--- config.mk ---
export PLATFORM = sky130hd
export DESIGN_NAME = time_counter_30s_flat
export DESIGN_NICKNAME = d
export VERILOG_FILES = /design/src/rtl/time_counter_30s_if.sv /design/src/rtl/time_counter_30s.sv /design/src/flat_wrapper.sv
export SDC_FILE = /design/constraint.sdc
export NUM_CORES = 1
export LEC_CHECK = 0
export ABC_CLOCK_PERIOD_IN_PS = 2800
export CAP_MARGIN = 20
export CORE_MARGIN = 2
export CORE_UTILIZATION = 45
export DETAILED_ROUTE_END_ITERATION = 10
export PLACE_DENSITY = 0.67
export SLEW_MARGIN = 10
export SYNTH_ARGS = -nofsm -noshare
export SYNTH_HDL_FRONTEND = slang
export SYNTH_SLANG_ARGS = --single-unit
--- constraint.sdc ---
create_clock -name clk -period 2.8 [get_ports clk]
set_clock_uncertainty 0.2 [all_clocks]
set_input_delay 0.7 -clock clk [delete_from_list [all_inputs] [get_ports clk]]
set_output_delay 0.7 -clock clk [all_outputs]
set_load 0.01 [all_outputs]
--- src/rtl/time_counter_30s_if.sv ---
// Round timer control/display bundle.
// Carries the start request in and seconds/pause status out.
`timescale 1ns/1ps
interface time_counter_30s_if;
  logic       start;
  logic [4:0] time_display;
  logic       pause;

  modport master (
    output start,
    input  time_display,
    input  pause
  );

  modport slave (
    input  start,
    output time_display,
    output pause
  );
endinterface

--- src/rtl/time_counter_30s.sv ---
// Game round countdown timer: START_TIME..0 seconds.
// Raises pause at expiry; a new start edge reloads and restarts.
`timescale 1ns/1ps
module time_counter_30s #(
  parameter int CLKS_PER_SEC = 100_000_000,
  parameter int START_TIME   = 30
) (
  input  logic              clk,
  input  logic              rst,
  time_counter_30s_if.slave tmr
);

  localparam int PW =
    (CLKS_PER_SEC > 1) ? $clog2(CLKS_PER_SEC) : 1;
  localparam logic [PW-1:0] PS_LAST =
    PW'(CLKS_PER_SEC - 1);
  localparam logic [4:0] T_LOAD =
    5'(START_TIME);

  typedef enum logic [1:0] {
    IDLE,
    RUN,
    DONE
  } state_t;

  state_t        state;
  logic [PW-1:0] prescaler;
  logic [4:0]    time_display;
  logic          pause;
  logic          start_q;
  logic          start_evt;
  logic          tick;

  // start_q keeps following start through reset,
  // so a button held across reset release cannot fire.
  always_ff @(posedge clk) begin
    start_q <= tmr.start;
  end

  assign start_evt = tmr.start & ~start_q;
  assign tick      = (prescaler == PS_LAST);

  always_ff @(posedge clk) begin
    if (rst) begin
      state        <= IDLE;
      time_display <= T_LOAD;
      pause        <= 1'b0;
      prescaler    <= '0;
    end else if (start_evt) begin
      state        <= RUN;
      time_display <= T_LOAD;
      pause        <= 1'b0;
      prescaler    <= '0;
    end else begin
      unique case (state)
        IDLE: begin
          time_display <= T_LOAD;
          pause        <= 1'b0;
          prescaler    <= '0;
        end
        RUN: begin
          if (tick) begin
            prescaler    <= '0;
            time_display <= time_display - 5'd1;
            if (time_display == 5'd1) begin
              pause <= 1'b1;
              state <= DONE;
            end
          end else begin
            prescaler <= prescaler + PW'(1);
          end
        end
        DONE: begin
          time_display <= 5'd0;
          pause        <= 1'b1;
          prescaler    <= '0;
        end
        default: begin
          state     <= IDLE;
          prescaler <= '0;
        end
      endcase
    end
  end

  assign tmr.time_display = time_display;
  assign tmr.pause        = pause;

endmodule

--- src/flat_wrapper.sv ---
// flat-port wrapper written by rule: the top's interface ports become plain ports
module time_counter_30s_flat 
#(
  parameter int CLKS_PER_SEC = 100_000_000,
  parameter int START_TIME   = 30
)
  (clk, rst, tmr_start, tmr_time_display, tmr_pause);
  time_counter_30s_if tmr_i ();
  input  logic clk;
  input  logic rst;
  input wire logic [$bits(tmr_i.start)-1:0] tmr_start;
  output wire logic [$bits(tmr_i.time_display)-1:0] tmr_time_display;
  output wire logic [$bits(tmr_i.pause)-1:0] tmr_pause;
  assign tmr_i.start = tmr_start;
  assign tmr_time_display = tmr_i.time_display;
  assign tmr_pause = tmr_i.pause;
  time_counter_30s #(.CLKS_PER_SEC(CLKS_PER_SEC), .START_TIME(START_TIME)) u_core (.clk(clk), .rst(rst), .tmr(tmr_i));
endmodule
# Yosys cells after proc, flatten, opt, wreduce, memory -nomap -nowiden
# Cells that the tools add are included.
dict set report classes {
  add_sub_neg 2
  eq_ne 9
  muxes 9
  n_bitwise 4
  n_reduce_logical 9
}
# operator count
set op_table {}
lappend op_table {{27-bit by 1-bit adder with 27-bit output (second input constant)} 1}
lappend op_table {{27-bit equality test (second input constant)} 1}
lappend op_table {{5-bit one-hot mux with 3 select lines} 1}
lappend op_table {{3-bit AND reduction} 3}
lappend op_table {{2-bit by 1-bit inequality test with 1-bit output (second input constant)} 3}
lappend op_table {{3-bit by 1-bit inequality test with 1-bit output (second input constant)} 2}
lappend op_table {{5-bit by 1-bit equality test with 1-bit output (second input constant)} 1}
lappend op_table {{5-bit two-way mux} 1}
lappend op_table {{5-bit by 1-bit subtractor with 5-bit output (second input constant)} 1}
lappend op_table {{2-bit two-way mux} 2}
lappend op_table {{2-bit one-hot mux with 2 select lines} 1}
lappend op_table {{2-bit OR reduction} 2}
lappend op_table {{4-bit OR reduction} 1}
lappend op_table {{1-bit two-way mux} 3}
lappend op_table {{1-bit NOT} 3}
lappend op_table {{1-bit one-hot mux with 3 select lines} 1}
lappend op_table {{3-bit nonzero test} 1}
lappend op_table {{2-bit by 1-bit equality test with 1-bit output (second input constant)} 1}
lappend op_table {{2-bit equality test (second input constant)} 1}
lappend op_table {{2-bit logical NOT} 1}
lappend op_table {{2-bit AND reduction} 1}
lappend op_table {{1-bit AND} 1}
dict set report word_totals {
  ff_bits 36
  out_inout_bits 6
  wordCells 39
}

# Logic depth before layout (Yosys ltp)
dict set report logic_depth {
  ltp_word 5
  mapped_depth 7
  depth_no_buf 6
}

# Worst setup path before layout
# No wires, ideal clock.
dict set report synth_path {
  path_kind {reg-to-reg}
  start {register u_core.prescaler[25]}
  end {register u_core.time_display[0], in the netlist u_core.tmr.time_display[0]}
  setup_ns 0.120
  arrival_time_ns 1.765
  required_time_ns 2.480
  path_slack_ns 0.715
  stages_incl_launch_ff 6
  path_cell_list {dfxtp_1 > or4_4 > nor3b_4 > nand3_4 > and4_4 > a211o_1}
}
dict set report synth_via {
  elab_chain_len 3
}
# element line_no
set synth_lines {}
lappend synth_lines {{start, declared} time_counter_30s.sv:27} ;# logic [PW-1:0] prescaler;
lappend synth_lines {{start signal, assigned} time_counter_30s.sv:70} ;# prescaler <= prescaler + PW'(1);
lappend synth_lines {{27-bit equality test} time_counter_30s.sv:41} ;# assign tick = (prescaler == PS_LAST);
lappend synth_lines {{2-bit by 1-bit inequality test with 1-bit output (no source line)} n/a}
lappend synth_lines {{2-bit AND reduction (no source line)} n/a}
lappend synth_lines {{end signal, assigned} time_counter_30s.sv:64} ;# time_display <= time_display - 5'd1;
lappend synth_lines {{end, declared} time_counter_30s.sv:28} ;# logic [4:0] time_display;
# No other way between the ends.
# A chain may end at the register's enable or synchronous reset.

# Final worst setup path
dict set report layout_path {
  start {register u_core.prescaler[0]}
  end {register u_core.prescaler[10]}
}
dict set report layout_via {
  elab_chain_len 2
  elab_cells_between_ends 3
  classes_between {add/sub (1); eq/ne (1); reduce/logical (1)}
}
# element
set layout_lines {}
lappend layout_lines {{parallel branches: the longest is 2 deep, another holds 27-bit by 1-bit adder with 27-bit output}}
# Several ways; the timed one is not identified.

==> qor.txt <==
Routed Antenna Nets -> 0
Port bufs -> 8
GRT Total Usage -> 16.9%
Vias in the first global route -> 1244
1st-iter DRT viols -> 82
Die H -> 67.7 um
Final Setup Violations -> 0
Syn_area_per_cell -> 8.64 um2
Post-synth top area share -> 39.5%
Cell taking the most area after synthesis -> dfxtp_1
Clock buffer depth -> 2
Most common cell after layout, fill and taps aside -> dfxtp_1
Worst min path class -> reg -> reg
Pin count of the biggest net entering global routing -> 26
Die area -> 0.00458 mm2
Post-DP HPWL -> 2.34 mm
Worst EP required -> 2.77 ns
RSZ-0062 raised after global routing -> false
Cell breakdown of the critical path -> ha_1, nand3_1, nor4_4, nand3_4, nand3_1, buf_4, nor2_1
Max-cap viol count -> 0
Clock Latency Late Sink -> 0.28 ns
Main synth FF type -> dfxtp_1
TritonCTS Sinks -> 36
Root buffer cell -> clkbuf_8
Worst-margin pin slew -> 0.497 ns
WL/cell -> 12.3 um
F_max -> 444 MHz
Slew Viols, Final -> 0
Yosys cell types -> 36
PwrDens -> 495 mW/mm2
Crit path top cell by count -> nand3_1
Initial antenna violation count -> 0
Area contributors post-synth -> dfxtp_1 40%, xnor2_1 7.7%, nor2_1 6.2%
Commonest non-fill, non-tap cells in the layout -> 36 x dfxtp_1, 30 x nor2_1, 17 x nand2_1
WS Path Type -> reg -> reg
WL final -> 3.37 mm
Vias -> 1473
Startpoint Class -> register
Post-Synthesis Cells -> 211
Min cycle time layout -> 2.25 ns
Ys Warns -> 0
Global-route wire length before repair -> 5.71 mm
Buf/Inv on CP -> 1
Initial Util -> 46.2%
Worst path slowest cell -> nor4_4
R2R cell count -> 7
Core Area -> 0.00394 mm2
Row count -> 23
Status -> finished, final reports clean
# diodes -> 0
CP max stage delay -> 0.55 ns
Worst Path Arrival -> 2.22 ns
Resized cells post-CTS -> 0
Final count of hold timing violations -> 0
Static Leak -> 0.683 nW
Hold bufs inserted after CTS -> 0
H-tree Lvls -> 2
RD Place Congestion -> 0.828
Hold slack -> 0.258 ns
Worst vdd ir -> 0.000391 V
Io pins -> 9
Clock transition at path regs -> 0.07 ns
Worst path top cell family by delay -> simple AND/OR/NAND/NOR gates
Post-synth EDFFs -> 0
Die extent in x -> 67.7 um
Via/cell ratio -> 5.38
Flops & latches, synth -> 36
TritonCTS clock tree -> done
Crit end category -> register
FFs w/ async S/R, synth -> 0%
Overflow after GRT -> 0
Total CTS buffers -> 5
Net Count, Synth -> 221
Layout cell share with drive strength beyond 1 -> 8.48%
Cell area after synthesis -> 0.00182 mm2
Setup TNS -> 0 ns
Period utilisation layout -> 80.5%
Post-layout util -> 52.4%
Slew HR -> 66.6%
DRT Pass-1 Iters -> 5
Levels on crit path -> 7
Setup bufs post-CTS -> 0
Nets -> 233
DRC -> 0
Hold depth -> 2
Area delta synth->final -> 13.3%
Sequential-to-total area share from yosys stat -> 39.5%
CP max FO -> 25
[path summary, 6_finish.rpt]
check,end,start,slack [ns]
hold / removal,u_core.tmr.pause,u_core.tmr.pause,0.26
setup / recovery,u_core.prescaler[10],u_core.prescaler[0],0.55
setup reg to reg,u_core.prescaler[10],u_core.prescaler[0],0.55
hold reg to reg,u_core.tmr.pause,u_core.tmr.pause,0.26
[stage by stage]
step | cell area [um2] | setup slack (ns) | std cells | power [mW]
after detailed placement | 1960 | 0.534 | 266 | 0.586
after global routing | 2070 | 0.335 | 274 | 1.07
after floorplan | 1820 | 0.715 | 211 | 0.568
after CTS | 2070 | 0.515 | 274 | 1.04
after global placement | 1960 | 0.559 | 266 | 0.586
final | 2070 | 0.546 | 274 | 1.02
[registers in the layout (all words and copies together), names as in the netlist]
| signal | flops |
|---|---|
| u_core.start_q | 1 |
| u_core.tmr.pause | 1 |
| u_core.state | 2 |
| u_core.tmr.time_display | 5 |
| u_core.prescaler | 27 |
[cell type report]
cell class,count,area (um2)
Clock buffer,6,72.6
Clock inverter,2,35.0
Fill cell,357,1880
Inverter,10,37.5
Multi-Input combinational cell,159,1030
Sequential cell,36,721
Tap cell,50,62.6
Timing Repair Buffer,11,103
[layer usage]
metal	track usage, %	vias up	share of wire (%)
met4	7.91	0	1.5
met1	21.8	682	51
met2	26.1	27	44
met5	0	-	0
li1	-	760	-
met3	4.67	4	3.4
[where the power goes]
part	switching (mW)	internal, mW	leakage, nW
logic	0.0283	0.0222	0.337
clock network	0.184	0.264	0.0552
registers	0.00584	0.518	0.291
[worst min-delay path, stage by stage (launching register included)]
cell     delay [ns]
dfxtp_1        0.32
nand2_1        0.05
mux2i_1        0.05
[cells in the mapped netlist (6+ instances only)]
cell type	instances
dfxtp_1	36
nor2_1	30
nand2_1	17
xnor2_1	16
nand3_1	14
nand4_1	11
inv_1	10
nor4_1	8
xor2_1	8
ha_1	7
nor3_1	7
o21ai_0	6
[kinds of logic (layout without fill, tap and decap cells)]
logic type               count (synthesis)  in the layout  synth area share [%]
AND/OR/NAND/NOR                        107            107                  32.8
AO/OA/AOI/OAI                           19             19                  6.52
buffers and inverters                   16             29                  3.71
XOR/XNOR                                24             24                  11.5
adder cells (fa/ha/maj)                  7              7                  4.80
multiplexers                             2              2                  1.10
flip-flops                              36             36                  39.5
Power figures use the tool's default switching activity.
